`config.mk`:
```
export PLATFORM = sky130hd
export DESIGN_NAME = e203_nice_csr_resp
export DESIGN_NICKNAME = d
export VERILOG_FILES = /design/src/rtl/e203_nice_csr_pkg.sv /design/src/rtl/e203_nice_csr_resp.sv
export SDC_FILE = /design/constraint.sdc
export NUM_CORES = 1
export LEC_CHECK = 0
export CAP_MARGIN = 20
export CORE_MARGIN = 5
export CORE_UTILIZATION = 58
export DETAILED_ROUTE_END_ITERATION = 10
export DONT_BUFFER_PORTS = 1
export HOLD_SLACK_MARGIN = 0.05
export PLACE_DENSITY = 0.76
export SKIP_CTS_REPAIR_TIMING = 1
export SLEW_MARGIN = 20
export SYNTH_ARGS = -nofsm -noshare
export SYNTH_HDL_FRONTEND = slang
export SYNTH_SLANG_ARGS = --single-unit
export TNS_END_PERCENT = 100
```
`constraint.sdc`:
```
create_clock -name clk -period 2 [get_ports clk]
set_input_delay 0.1 -clock clk [delete_from_list [all_inputs] [get_ports clk]]
set_output_delay 0.1 -clock clk [all_outputs]
set_load 0.01 [all_outputs]
```
`src/rtl/e203_nice_csr_pkg.sv`:
```
// Shared constants and types for the NICE CSR responder.
// Holds the register indices, the CSR window nibble and the FSM state type.
package e203_nice_csr_pkg;

  localparam logic [7:0] IDX_CTRL     = 8'd0;
  localparam logic [7:0] IDX_STAT     = 8'd1;
  localparam logic [7:0] IDX_BCYC     = 8'd2;
  localparam int         IDX_SCR_BASE = 3;

  localparam logic [3:0] CSR_WINDOW = 4'hE;
  localparam int         ILLW_BIT   = 31;

  typedef enum logic {
    ST_IDLE  = 1'b0,
    ST_STALL = 1'b1
  } csr_state_e;

endpackage

```
`src/rtl/e203_nice_csr_resp.sv`:
```
// NICE CSR slave: a small register bank in the 0xE00-0xEFF window with zero-latency reads.
// It throttles the core while the accelerator is busy or a post-write settle interval runs.
module e203_nice_csr_resp
  import e203_nice_csr_pkg::*;
#(
  parameter int CSR_NUM  = 8,
  parameter int WR_STALL = 1
) (
  input  logic        clk,
  input  logic        rst_n,
  input  logic        nice_csr_valid,
  output logic        nice_csr_ready,
  input  logic [31:0] nice_csr_addr,
  input  logic        nice_csr_wr,
  input  logic [31:0] nice_csr_wdata,
  output logic [31:0] nice_csr_rdata,
  input  logic        nice_busy,
  input  logic [31:0] nice_stat,
  output logic [31:0] nice_ctrl,
  output csr_state_e  csr_state
);

  // Handshake: a transfer happens only in a cycle where valid and ready are both high.
  // Ready never depends on valid; the requester may withdraw valid at any time.
  logic [7:0]  idx;
  logic        hit;
  logic        wr_fire;
  logic        wr_legal;
  logic        wr_illegal;
  logic [31:0] ctrl_q;
  logic [31:0] bcyc_q;
  logic [31:0] scr_q [IDX_SCR_BASE:CSR_NUM-1];
  logic        unused_addr;

  assign idx         = nice_csr_addr[7:0];
  assign hit         = (nice_csr_addr[11:8] == CSR_WINDOW) && ({1'b0, idx} < 9'(CSR_NUM));
  assign unused_addr = ^nice_csr_addr[31:12];

  assign wr_fire    = nice_csr_valid & nice_csr_ready & nice_csr_wr;
  assign wr_legal   = wr_fire & hit & (idx != IDX_STAT);
  assign wr_illegal = wr_fire & ~(hit & (idx != IDX_STAT));

  assign nice_ctrl      = ctrl_q;
  assign nice_csr_ready = (csr_state == ST_IDLE) & ~nice_busy;

  always_comb begin
    nice_csr_rdata = '0;
    if (hit) begin
      case (idx)
        IDX_CTRL: nice_csr_rdata = ctrl_q;
        IDX_STAT: nice_csr_rdata = nice_stat;
        IDX_BCYC: nice_csr_rdata = bcyc_q;
        default: begin
          for (int i = IDX_SCR_BASE; i < CSR_NUM; i++) begin
            if (idx == 8'(i)) nice_csr_rdata = scr_q[i];
          end
        end
      endcase
    end
  end

  // ILLW is sticky: hardware sets it, software can only clear it by writing a 0.
  always_ff @(posedge clk or negedge rst_n) begin
    if (!rst_n) begin
      ctrl_q <= '0;
    end else if (wr_legal && idx == IDX_CTRL) begin
      ctrl_q[ILLW_BIT-1:0] <= nice_csr_wdata[ILLW_BIT-1:0];
      if (!nice_csr_wdata[ILLW_BIT]) ctrl_q[ILLW_BIT] <= 1'b0;
    end else if (wr_illegal) begin
      ctrl_q[ILLW_BIT] <= 1'b1;
    end
  end

  always_ff @(posedge clk or negedge rst_n) begin
    if (!rst_n) begin
      bcyc_q <= '0;
    end else if (wr_legal && idx == IDX_BCYC) begin
      bcyc_q <= nice_csr_wdata;
    end else if (nice_busy) begin
      bcyc_q <= bcyc_q + 32'd1;
    end
  end

  always_ff @(posedge clk or negedge rst_n) begin
    if (!rst_n) begin
      for (int i = IDX_SCR_BASE; i < CSR_NUM; i++) scr_q[i] <= '0;
    end else begin
      for (int i = IDX_SCR_BASE; i < CSR_NUM; i++) begin
        if (wr_legal && idx == 8'(i)) scr_q[i] <= nice_csr_wdata;
      end
    end
  end

  generate
    if (WR_STALL > 0) begin : g_stall
      localparam int            CW   = $clog2(WR_STALL + 1);
      localparam logic [CW-1:0] LOAD = CW'(WR_STALL - 1);

      csr_state_e    state_q;
      logic [CW-1:0] cnt_q;

      always_ff @(posedge clk or negedge rst_n) begin
        if (!rst_n) begin
          state_q <= ST_IDLE;
          cnt_q   <= '0;
        end else begin
          case (state_q)
            ST_IDLE: begin
              if (wr_fire) begin
                state_q <= ST_STALL;
                cnt_q   <= LOAD;
              end
            end
            ST_STALL: begin
              if (cnt_q == '0) state_q <= ST_IDLE;
              else             cnt_q   <= cnt_q - 1'b1;
            end
            default: state_q <= ST_IDLE;
          endcase
        end
      end

      assign csr_state = state_q;
    end else begin : g_no_stall
      assign csr_state = ST_IDLE;
    end
  endgenerate

endmodule

```
==> metrics.md, run 1 <==
| Metric | Value |
|---|---|
| Result of the run | complete, but fails checks |
| Violations in the final reports | negative hold slack |
| Worst hold-check path type | input port to async pin |
| Clock-pin slew on the worst setup and hold paths | ~60 ps |
| Drt pass-1 iters | 5 |
| H-tree levels | 1 |
| Asr flop ratio synth | 1.00 |
| Final Setup Violations | 0 |
| Final design area excluding fillers | 0.0135 sq mm |
| Post-synth top cells | mux2_2, dfrtp_1, o21ai_0 |
| Most area-hungry cell type in the Yosys netlist | dfrtp_1 |
| Synth cell types | between 50 and 60 |
| Clock buffers created by TritonCTS | 24 |
| Total I/O pin count | approximately 170 |
| I/O Buffers | 0 |
| Routability congestion estimate from global placement | between 0.8 and 0.9 |
| Number of hold violations in the final report | between 200 and 250 |
| Number of nets in the final layout | approximately 1.2k |
| Area share of the largest cell type after synthesis | 0.496 |
| Crit path setup slack, layout | 49.7 ps |
| Filler cells | 1,353 |
| Area taken by flip-flops and latches | approximately 0.0056 sq mm |
| Transition time of the tightest slew-check pin | roughly 470 ps |
| Setup CP Type | register to register |
| Most frequent cell after synthesis | mux2_2 |
| Reported leakage power | 6.50 nW |
| Worst setup EP type | register |
| Die height | roughly 150 microns |
| Worst rel slew slack | 0.687 |
| Mapped Avg Cell Area | 11.8 sq um |
| Post-synthesis sequential area ratio | 0.496 |
| Clock buffer depth | 3 |
| EDFF count, synth | 0 |
| Initial antenna violation count | 0 |
| Via count of the first global-routing pass | approximately 8.3k |
| Final clock period utilization by the worst path | 0.975 |
| Core Box Area | about 0.019 sq mm |
| Clk root buf | clkbuf_16 |
| Number of DRC markers in iteration 0 | 702 |
| Average wire length per cell after detail routing | ~23 microns |
| Via total after detailed routing | around 8.5k |
| Post-Synthesis Net Count | ~1.1k |
| Area of the mapped netlist | about 0.011 sq mm |
| Yosys reg bits | 225 |
| Number of nets with antenna violations after detailed routing | 0 |
| Total placed instance area | about 0.012 sq mm |
| Mapped Cells | 961 |
| Timing-limited maximum frequency | ~510 MHz |
| Number of placement rows | 51 |
| Effective utilization at floorplan | 0.585 |
| Layout cell share with drive strength beyond 1 | 0.370 |
| Critical path data arrival time | 2340 ps |
| Min Tclk post-route | around 2000 ps |
| Floorplan die width | around 150 microns |
| Synthesis-to-layout area growth | 19.1% |
| Cell area power density | 728 mW/mm^2 |
| Via density | between 6 and 7 |
| Max-cap violations | 0 |
| Remaining routing DRC violations | 0 |
| Sum of net half-perimeters after detailed placement | between 15 and 20 mm |
| Multi-input gate area in the final layout | approximately 0.0055 sq mm |
| Floorplan die area | ~0.022 sq mm |
| Peak fanout along the critical path | 13 |
| Overall routing resource usage | 0.255 |
| # clock sinks | ~230 |
| Data required time of the worst path | 2390 ps |
| Fin. max-slew vios | 0 |
| Post-route core utilization | 0.697 |
| Critical path launch point type | register |
| Overall routed net length | between 30 and 40 mm |
| Total design power | between 9 and 10 mW |
| Maximum number of pins on one net before global-route repair | ~230 |
| Largest voltage drop on the vdd net | 0.706 mV |
| Setup skew after layout | roughly 7.8 ps |
| Total inserted antenna cells | 0 |
| TritonCTS clock tree | done |
| First-pass GRT wire length | about 46 mm |
| DP Worst Slack | -27.9 ps |
| Synth area leaders | dfrtp_1, mux2_2, o21ai_0 |
| Top FF cell, synth | dfrtp_1 |
| Hold_ws | -709 ps |
| Remaining global-route overflow | 0 |
| Clock latency at the later pin of the worst-skew pair | 510 ps |
| Warning count from the yosys run | 0 |
## report_power, final
part | leakage (nW) | switching, mW | internal, mW
Sequential | 3.13 | 0.0853 | 4.61
Clock | 0.421 | 1.80 | 2.83
Combinational | 2.96 | 0.255 | 0.266
Total | 6.50 | 2.14 | 7.71
## kinds of logic (layout without fill, tap and decap cells)
kind of cell    Yosys count  after routing  synth area share
compound gates          175            175            0.0986
xor+xnor                 18             18            0.0139
fa+ha+maj                 1              1           0.00110
simple gates            182            182            0.0846
mux                     286            286             0.279
flops                   225            225             0.496
buf+inv                  74            185            0.0269
## registers in the layout, summed over array words and instances (netlist names)
register   flops
csr_state      1
nice_ctrl     32
bcyc_q        32
scr_q        160
## area by class of cell
cell class | count | area share
tap | 265 | 0.0245
multi-input combinational | 662 | 0.406
clock buffer | 36 | 0.0552
inverter | 7 | 0.00194
clock inverter | 8 | 0.00694
sequential | 225 | 0.417
timing repair buffer | 134 | 0.0887
## critical path, stage by stage, from the launching register on
cell and delay, ps:
dfrtp_1 370, and4bb_2 350, buf_4 160, and2_1 180
nand4_1 200, buf_4 270, mux2_2 300
## path summary, 6_finish.rpt
| kind | startpoint | end | slack, ps | cells past startpoint |
|---|---|---|---|---|
| setup reg to reg | csr_state | scr_q[22] | 50 | 6 |
| min in group clk | nice_busy | bcyc_q[31] | -250 | 1 |
| hold reg to reg | scr_q[122] | scr_q[122] | 480 | 1 |
| setup / recovery | csr_state | scr_q[22] | 50 | 6 |
| hold / removal | rst_n | nice_ctrl[27] | -710 | 0 |
| max in group asynchronous | rst_n | bcyc_q[15] | 2460 | 0 |
## metal layers
layer,global-route usage,part of all wire,up-vias,routed length [microns]
met1,0.365,0.42,4315,12900
li1,-,-,3771,-
met2,0.400,0.48,349,14400
met5,0,0,-,0
met4,0.0718,0.020,0,598
met3,0.0509,0.080,59,2430
## cell usage in the layout (no fill, tap or decap), types with 4 or more instances in the layout
master,instances
o21ai_0,80
nor3_1,5
inv_1,6
nor2b_1,8
xor2_1,14
or3_1,5
dfrtp_1,223
mux2_1,4
and3_1,4
a221oi_1,24
clkinv_2,5
nor4_1,7
nand4_1,13
nand2_1,73
a2bb2oi_1,8
buf_4,80
and2_1,4
xnor2_1,4
buf_6,7
a211oi_1,7
clkbuf_8,8
dlygate4sd3_1,40
a221o_1,5
clkbuf_16,26
nor2_1,8
a22oi_1,6
o22ai_1,32
mux2_2,242
nand3_1,26
mux2i_1,40
## metrics by stage
step	instances	TNS, ps
after detailed placement	1246	-285
after floorplan	961	0
after global placement	1246	0
after global routing	1337	-17.1
final	1337	0
after CTS	1290	-571
(Power assumes the default switching activity.)
==> run 2, diff against run 1 <==
- CORE_UTILIZATION: 58 -> 65
- PLACE_DENSITY: 0.76 -> 0.81
- clock period: 2 -> 2.3 ns (I/O delays scaled with it)
==> run 2 against run 1 <==
The run still ends with negative hold slack left. Clock skew up 0.94 ps. Sequential power down 13%. Critical path depth unchanged. Flip-flop and latch count unchanged. Largest power group unchanged. Maximum frequency down 8.2%. First-iteration DRC count up 5.1%. Core utilization up 5.4 points. Critical path type unchanged. Global-route usage up 3.5 points. Clock power down 25%. Largest cell class unchanged. Combinational power down 19%.
==> metrics.md, run 2 (synthesis gave the netlist of run 1 again) <==
| Metric | Value |
|---|---|
| Count of cells along the worst register-to-register path | 6 (unchanged) |
| Fin. max-slew vios | 0 (unchanged) |
| Via count of the first global-routing pass | 8,757 (was 8,326) |
| Worst hold-check path type | input port to async pin (unchanged) |
| Highest-count cells in the layout ignoring fill and taps | mux2_2, dfrtp_1, o21ai_0 (was mux2_2, dfrtp_1, o21ai_0, buf_4, nand2_1) |
| H-tree levels | 1 (unchanged) |
| Overall routed net length | 29.9 mm (was 30.3 mm) |
| Fin cells | 1,260 (was 1,337) |
| Setup repair after global routing missed its margin | no |
| Cell count along the critical path | 6 (unchanged) |
| Drt pass-1 iters | 5 (unchanged) |
| Worst setup slack for register-to-register paths | 180 ps (was 50 ps) |
| Combined buffer and inverter count along the critical path | 2 (unchanged) |
| Cell area power density | 615 mW/mm^2 (was 728 mW/mm^2) |
| Combinational share of power | 0.053 (about the same) |
| Launch point of the worst reg-to-reg path | csr_state (unchanged) |
| Clock latency at the later pin of the worst-skew pair | 500 ps (was 510 ps) |
| First-pass GRT wire length | 46.8 mm (was 45.5 mm) |
| Number of placed cells counting well taps | 1,189 (was 1,246) |
| Top cell by count, worst path | buf_4 (unchanged) |
| Result of the run | complete, but fails checks (unchanged) |
| Final TNS setup | 0 ps (unchanged) |
| Via total after detailed routing | 8,507 (was 8,494) |
| Number of nets in the final layout | 1,125 (was 1,156) |
| Remaining routing DRC violations | 0 (unchanged) |
| Data required time of the worst path | 2680 ps (was 2390 ps) |
| Largest voltage drop on the vdd net | 0.563 mV (was 0.706 mV) |
| Remaining global-route overflow | 0 (unchanged) |
| Maximum number of pins on one net before global-route repair | 226 (unchanged) |
| I/O Buffers | 0 (unchanged) |
| Chain of cells forming the critical path | and4bb_2, nand2_1, buf_4, nor4_4, buf_4, mux2_2 (was and4bb_2, buf_4, and2_1, nand4_1, buf_4, mux2_2) |
| Switching part of the total | 0.222 (was 0.217) |
| Initial antenna violation count | 0 (unchanged) |
| Reported leakage power | 6.23 nW (was 6.50 nW) |
| Number of placement rows | 48 (was 51) |
| Final Setup Violations | 0 (unchanged) |
| Clock buffers created by TritonCTS | 23 (was 24) |
| Die height | 142 microns (was 150 microns) |
| Filler cells | 1,130 (was 1,353) |
| Number of DRC markers in iteration 0 | 738 (was 702) |
| Floorplan die area | 0.0202 sq mm (was 0.0225 sq mm) |
| Max-cap violations | 0 (unchanged) |
| Average wire length per cell after detail routing | 23.7 microns (was 22.7 microns) |
| Area taken by flip-flops and latches | 0.00563 sq mm (about the same) |
| Max FFs per register | 160 (unchanged) |
| Hold_ws | -686 ps (was -709 ps) |
| Multi-input gate area in the final layout | 0.00544 sq mm (was 0.00549 sq mm) |
| Total I/O pin count | 167 (unchanged) |
| Total inserted antenna cells | 0 (unchanged) |
| Critical path data arrival time | 2510 ps (was 2340 ps) |
| Clk root buf | clkbuf_16 (unchanged) |
| Crit path setup slack, layout | 176 ps (was 49.7 ps) |
| Layout cell share with drive strength beyond 1 | 0.340 (was 0.370) |
| Setup skew after layout | 8.72 ps (was 7.78 ps) |
| Via density | 6.75 (was 6.35) |
| Share of power burned in the clock network | 0.434 (was 0.470) |
| Overall routing resource usage | 0.290 (was 0.255) |
| Synthesis-to-layout area growth | 14.0% (was 19.1%) |
| Effective utilization at floorplan | 0.659 (was 0.585) |
| Fraction of power consumed by sequential logic | 0.513 (was 0.477) |
| Critical path launch point type | register (unchanged) |
| Routability congestion estimate from global placement | 0.920 (was 0.875) |
| TritonCTS clock tree | done (unchanged) |
| Most common library cell in the layout ignoring fill and taps | mux2_2 (unchanged) |
| Number of hold violations in the final report | 225 (was 240) |
| Timing-limited maximum frequency | 471 MHz (was 513 MHz) |
| Crit-path slowest cell | dfrtp_1 (unchanged) |
| Slowest stage delay, CP | 430 ps (was 370 ps) |
| Setup CP Type | register to register (unchanged) |
| Cell Int Power | 6.20 mW (was 7.71 mW) |
| Floorplan die width | 142 microns (was 150 microns) |
| Total design power | 7.97 mW (was 9.85 mW) |
| Worst rel slew slack | 0.381 (was 0.687) |
| Worst setup EP type | register (unchanged) |
| Net switching power | 1.77 mW (was 2.14 mW) |
| Violations in the final reports | negative hold slack (unchanged) |
| Launch point of the worst path | csr_state (unchanged) |
| Peak fanout along the critical path | 12 (was 13) |
| Final clock period utilization by the worst path | 0.924 (was 0.975) |
| Core Box Area | 0.0172 sq mm (was 0.0194 sq mm) |
| Clock buffer depth | 3 (unchanged) |
| # clock sinks | 225 (unchanged) |
| DP Worst Slack | 200 ps (was -27.9 ps) |
| Sum of net half-perimeters after detailed placement | 18.4 mm (about the same) |
| Min Tclk post-route | 2120 ps (was 1950 ps) |
| Clock-pin slew on the worst setup and hold paths | 60 ps (about the same) |
| Number of nets with antenna violations after detailed routing | 0 (unchanged) |
| Transition time of the tightest slew-check pin | 926 ps (was 468 ps) |
| Top reg by flops | scr_q (unchanged) |
| Endpoint of the most critical register-to-register path | scr_q[104] (was scr_q[22]) |
| CP top delay family | simple AND/OR/NAND/NOR gates (unchanged) |
==> run 2: cell types whose count changed in the layout (fill, tap and decap cells not counted), moves of 3 or more <==
cell | before | now
clkbuf_8 | 8 | 5
clkbuf_1 | 3 | 6
dlygate4sd3_1 | 40 | 34
buf_6 | 7 | 0
clkbuf_16 | 26 | 23
buf_4 | 80 | 68
==> run 2: worst max-delay path by stage <==
stage	to	slack, ps
after floorplan	scr_q[33]	320
after global placement	scr_q[123]	240
after detailed placement	scr_q[123]	200
after CTS	scr_q[123]	190
after global routing	scr_q[104]	110
final	scr_q[104]	180
==> run 2: worst reg2reg max path, cell delays in order (launching register included) <==
cell      delay, ps
dfrtp_1         430
and4bb_2        370
nand2_1         150
buf_4           200
nor4_4          200
buf_4           300
mux2_2          380
==> run 2: power by group through the flow <==
stage                     Combinational, mW  Clock (mW)  Sequential, mW
final                                 0.421        3.45            4.09
after global routing                  0.457        3.65            4.09
after CTS                             0.311        3.48            4.09
after detailed placement              0.307           0            4.16
after global placement                0.294           0            4.15
after floorplan                       0.301           0            4.13
==> run 2: area by class of cell <==
cell class	count	share of cell area
repair buffers	104	0.0688
clock inverters	3	0.00116
clock buffers	34	0.0515
flip-flops and latches	225	0.435
well taps	225	0.0217
inverters	7	0.00203
multi-input cells	662	0.420
==> run 2: through the flow <==
stage	hold slack (ps)	utilization	cell area (sq um)
after floorplan	-181	-	11400
after global placement	-168	0.692	11900
after detailed placement	-169	0.692	11900
after CTS	-698	0.732	12600
after global routing	-699	0.751	13000
final	-686	0.751	13000
==> run 2: layer usage <==
metal / vias to the layer above / routed length (microns) / global-route usage
met4: 0 / 784 / 0.0904
met2: 382 / 14500 / 0.465
met3: 59 / 2450 / 0.0581
met1: 4339 / 12200 / 0.403
li1: 3727 / - / -
met5: - / 0 / 0
==> run 3, diff against run 2 <==
- CORE_UTILIZATION: 65 -> 40
- PLACE_DENSITY: 0.81 -> default
==> run 3 against run 2 <==
The flow still finishes with violations (negative hold slack). Maximum frequency is 0.67% lower. Core utilization is 27 points lower. Cell area is 3.4% higher. Via count is 4.3% lower. Largest power group is now clock.
==> metrics.md, run 3 (synthesis gave the netlist of run 1 again) <==
| Metric | Value |
|---|---|
| Clk root buf | clkbuf_16 (unchanged) |
| I/O Buffers | 0 (unchanged) |
| Drt pass-1 iters | 5 (unchanged) |
| Peak fanout along the critical path | 9 (was 12) |
| Total placed instance area | 0.0121 sq mm (was 0.0119 sq mm) |
| Initial antenna violation count | 1 (was 0) |
| Via density | 5.70 (was 6.75) |
| Via count of the first global-routing pass | 8,229 (was 8,757) |
| # clock sinks | 225 (unchanged) |
| Layout cell share with drive strength beyond 1 | 0.346 (was 0.340) |
| Remaining routing DRC violations | 0 (unchanged) |
| Min Tclk post-route | 2140 ps (was 2120 ps) |
| Violations in the final reports | negative hold slack (unchanged) |
| Worst hold-check path type | input port to async pin (unchanged) |
| Final clock period utilization by the worst path | 0.930 (was 0.924) |
| Top reg by flops | scr_q (unchanged) |
| Post-route core utilization | 0.480 (was 0.751) |
| Clock latency at the later pin of the worst-skew pair | 530 ps (was 500 ps) |
| Number of DRC markers in iteration 0 | 421 (was 738) |
| Final TNS setup | 0 ps (unchanged) |
| Floorplan die area | 0.0319 sq mm (was 0.0202 sq mm) |
| Wire length on met2 | 14.6 mm (was 14.5 mm) |
| Total design power | 8.73 mW (was 7.97 mW) |
| Total I/O pin count | 167 (unchanged) |
| Number of placed cells counting well taps | 1,340 (was 1,189) |
| DP Worst Slack | 96.0 ps (was 200 ps) |
| Cell area power density | 652 mW/mm^2 (was 615 mW/mm^2) |
| Number of hold violations in the final report | 225 (unchanged) |
| Transition time of the tightest slew-check pin | 844 ps (was 926 ps) |
| Setup CP Type | register to register (unchanged) |
| Max FFs per register | 160 (unchanged) |
| Highest routing layer actually used | met4 (unchanged) |
| Clock buffers created by TritonCTS | 27 (was 23) |
| First-pass GRT wire length | 48.1 mm (was 46.8 mm) |
| Overall routed net length | 31.4 mm (was 29.9 mm) |
| Number of nets with antenna violations after detailed routing | 0 (unchanged) |
| Largest voltage drop on the vdd net | 0.398 mV (was 0.563 mV) |
| Overall routing resource usage | 0.192 (was 0.290) |
| Most common library cell in the layout ignoring fill and taps | mux2_2 (unchanged) |
| Floorplan die width | 179 microns (was 142 microns) |
| Reported leakage power | 6.34 nW (was 6.23 nW) |
| Total length of routed met3 wires | 1.72 mm (was 2.45 mm) |
| Wire length the detailed router placed on met1 | 14.5 mm (was 12.2 mm) |
| Setup repair after global routing missed its margin | no (unchanged) |
| Worst rel slew slack | 0.437 (was 0.381) |
| Clock-pin slew on the worst setup and hold paths | 60 ps (about the same) |
| Crit path setup slack, layout | 161 ps (was 176 ps) |
| Fin cells | 1,428 (was 1,260) |
| Number of placement rows | 61 (was 48) |
| Routability congestion estimate from global placement | 0.857 (was 0.920) |
| Critical path launch point type | register (unchanged) |
| Effective utilization at floorplan | 0.407 (was 0.659) |
| Clock buffer depth | 3 (unchanged) |
| TritonCTS clock tree | done (unchanged) |
| Average wire length per cell after detail routing | 22.0 microns (was 23.7 microns) |
| Worst setup EP type | register (unchanged) |
| Max-cap violations | 0 (unchanged) |
| Synthesis-to-layout area growth | 18.0% (was 14.0%) |
| Final Setup Violations | 0 (unchanged) |
| Fin. max-slew vios | 0 (unchanged) |
| Hold_ws | -693 ps (was -686 ps) |
| Setup skew after layout | 16.2 ps (was 8.72 ps) |
| Final design area excluding fillers | 0.0134 sq mm (was 0.0130 sq mm) |
| Sum of net half-perimeters after detailed placement | 19.6 mm (was 18.4 mm) |
| Result of the run | complete, but fails checks (unchanged) |
| Timing-limited maximum frequency | 468 MHz (was 471 MHz) |
| Maximum number of pins on one net before global-route repair | 226 (unchanged) |
| Number of nets in the final layout | 1,132 (was 1,125) |
| Die height | 179 microns (was 142 microns) |
| Data required time of the worst path | 2700 ps (was 2680 ps) |
| Highest-count cells in the layout ignoring fill and taps | mux2_2, dfrtp_1, o21ai_0 (unchanged) |
| H-tree levels | 1 (unchanged) |
| Critical path data arrival time | 2540 ps (was 2510 ps) |
| Via total after detailed routing | 8,140 (was 8,507) |
| Remaining global-route overflow | 0 (unchanged) |
| Core Box Area | 0.0279 sq mm (was 0.0172 sq mm) |
[run 3: final timing paths]
check                           start            end  slack [ps]  depth (start not counted)
min reg2reg                scr_q[107]     scr_q[107]         500                          1
max reg2reg                 csr_state  nice_ctrl[18]         160                          5
min in group clk            nice_busy      bcyc_q[9]           0                          4
min                             rst_n      scr_q[27]        -690                          0
max in group asynchronous       rst_n     scr_q[154]        2310                          0
max                         csr_state  nice_ctrl[18]         160                          5
[run 3: cell type report]
type | instances | area (sq um)
inverters | 7 | 26.3
fillers | 2596 | 14500
flip-flops and latches | 225 | 5630
clock buffers | 39 | 781
clock inverters | 9 | 100
repair buffers | 107 | 938
diodes | 1 | 2.50
multi-input cells | 662 | 5450
well taps | 378 | 473
[run 3: per-layer routing]
metal  track usage  vias to the layer above
met5             0                        -
met4        0.0435                        0
met3        0.0341                       41
met2         0.303                      215
met1         0.277                     4142
li1              -                     3742
[run 3: report_power, final]
| group | switching, mW | total (mW) | internal [mW] | leakage [nW] |
|---|---|---|---|---|
| combinational | 0.214 | 0.425 | 0.211 | 2.78 |
| clock | 1.66 | 4.22 | 2.56 | 0.431 |
| sequential | 0.0770 | 4.09 | 4.01 | 3.13 |
[run 3: worst max-delay path: stages, from the launching register on]
cell and delay, ps:
dfrtp_1 430, and4bb_2 430, nand2_2 170, nor4b_4 370
buf_4 260, mux2_2 350
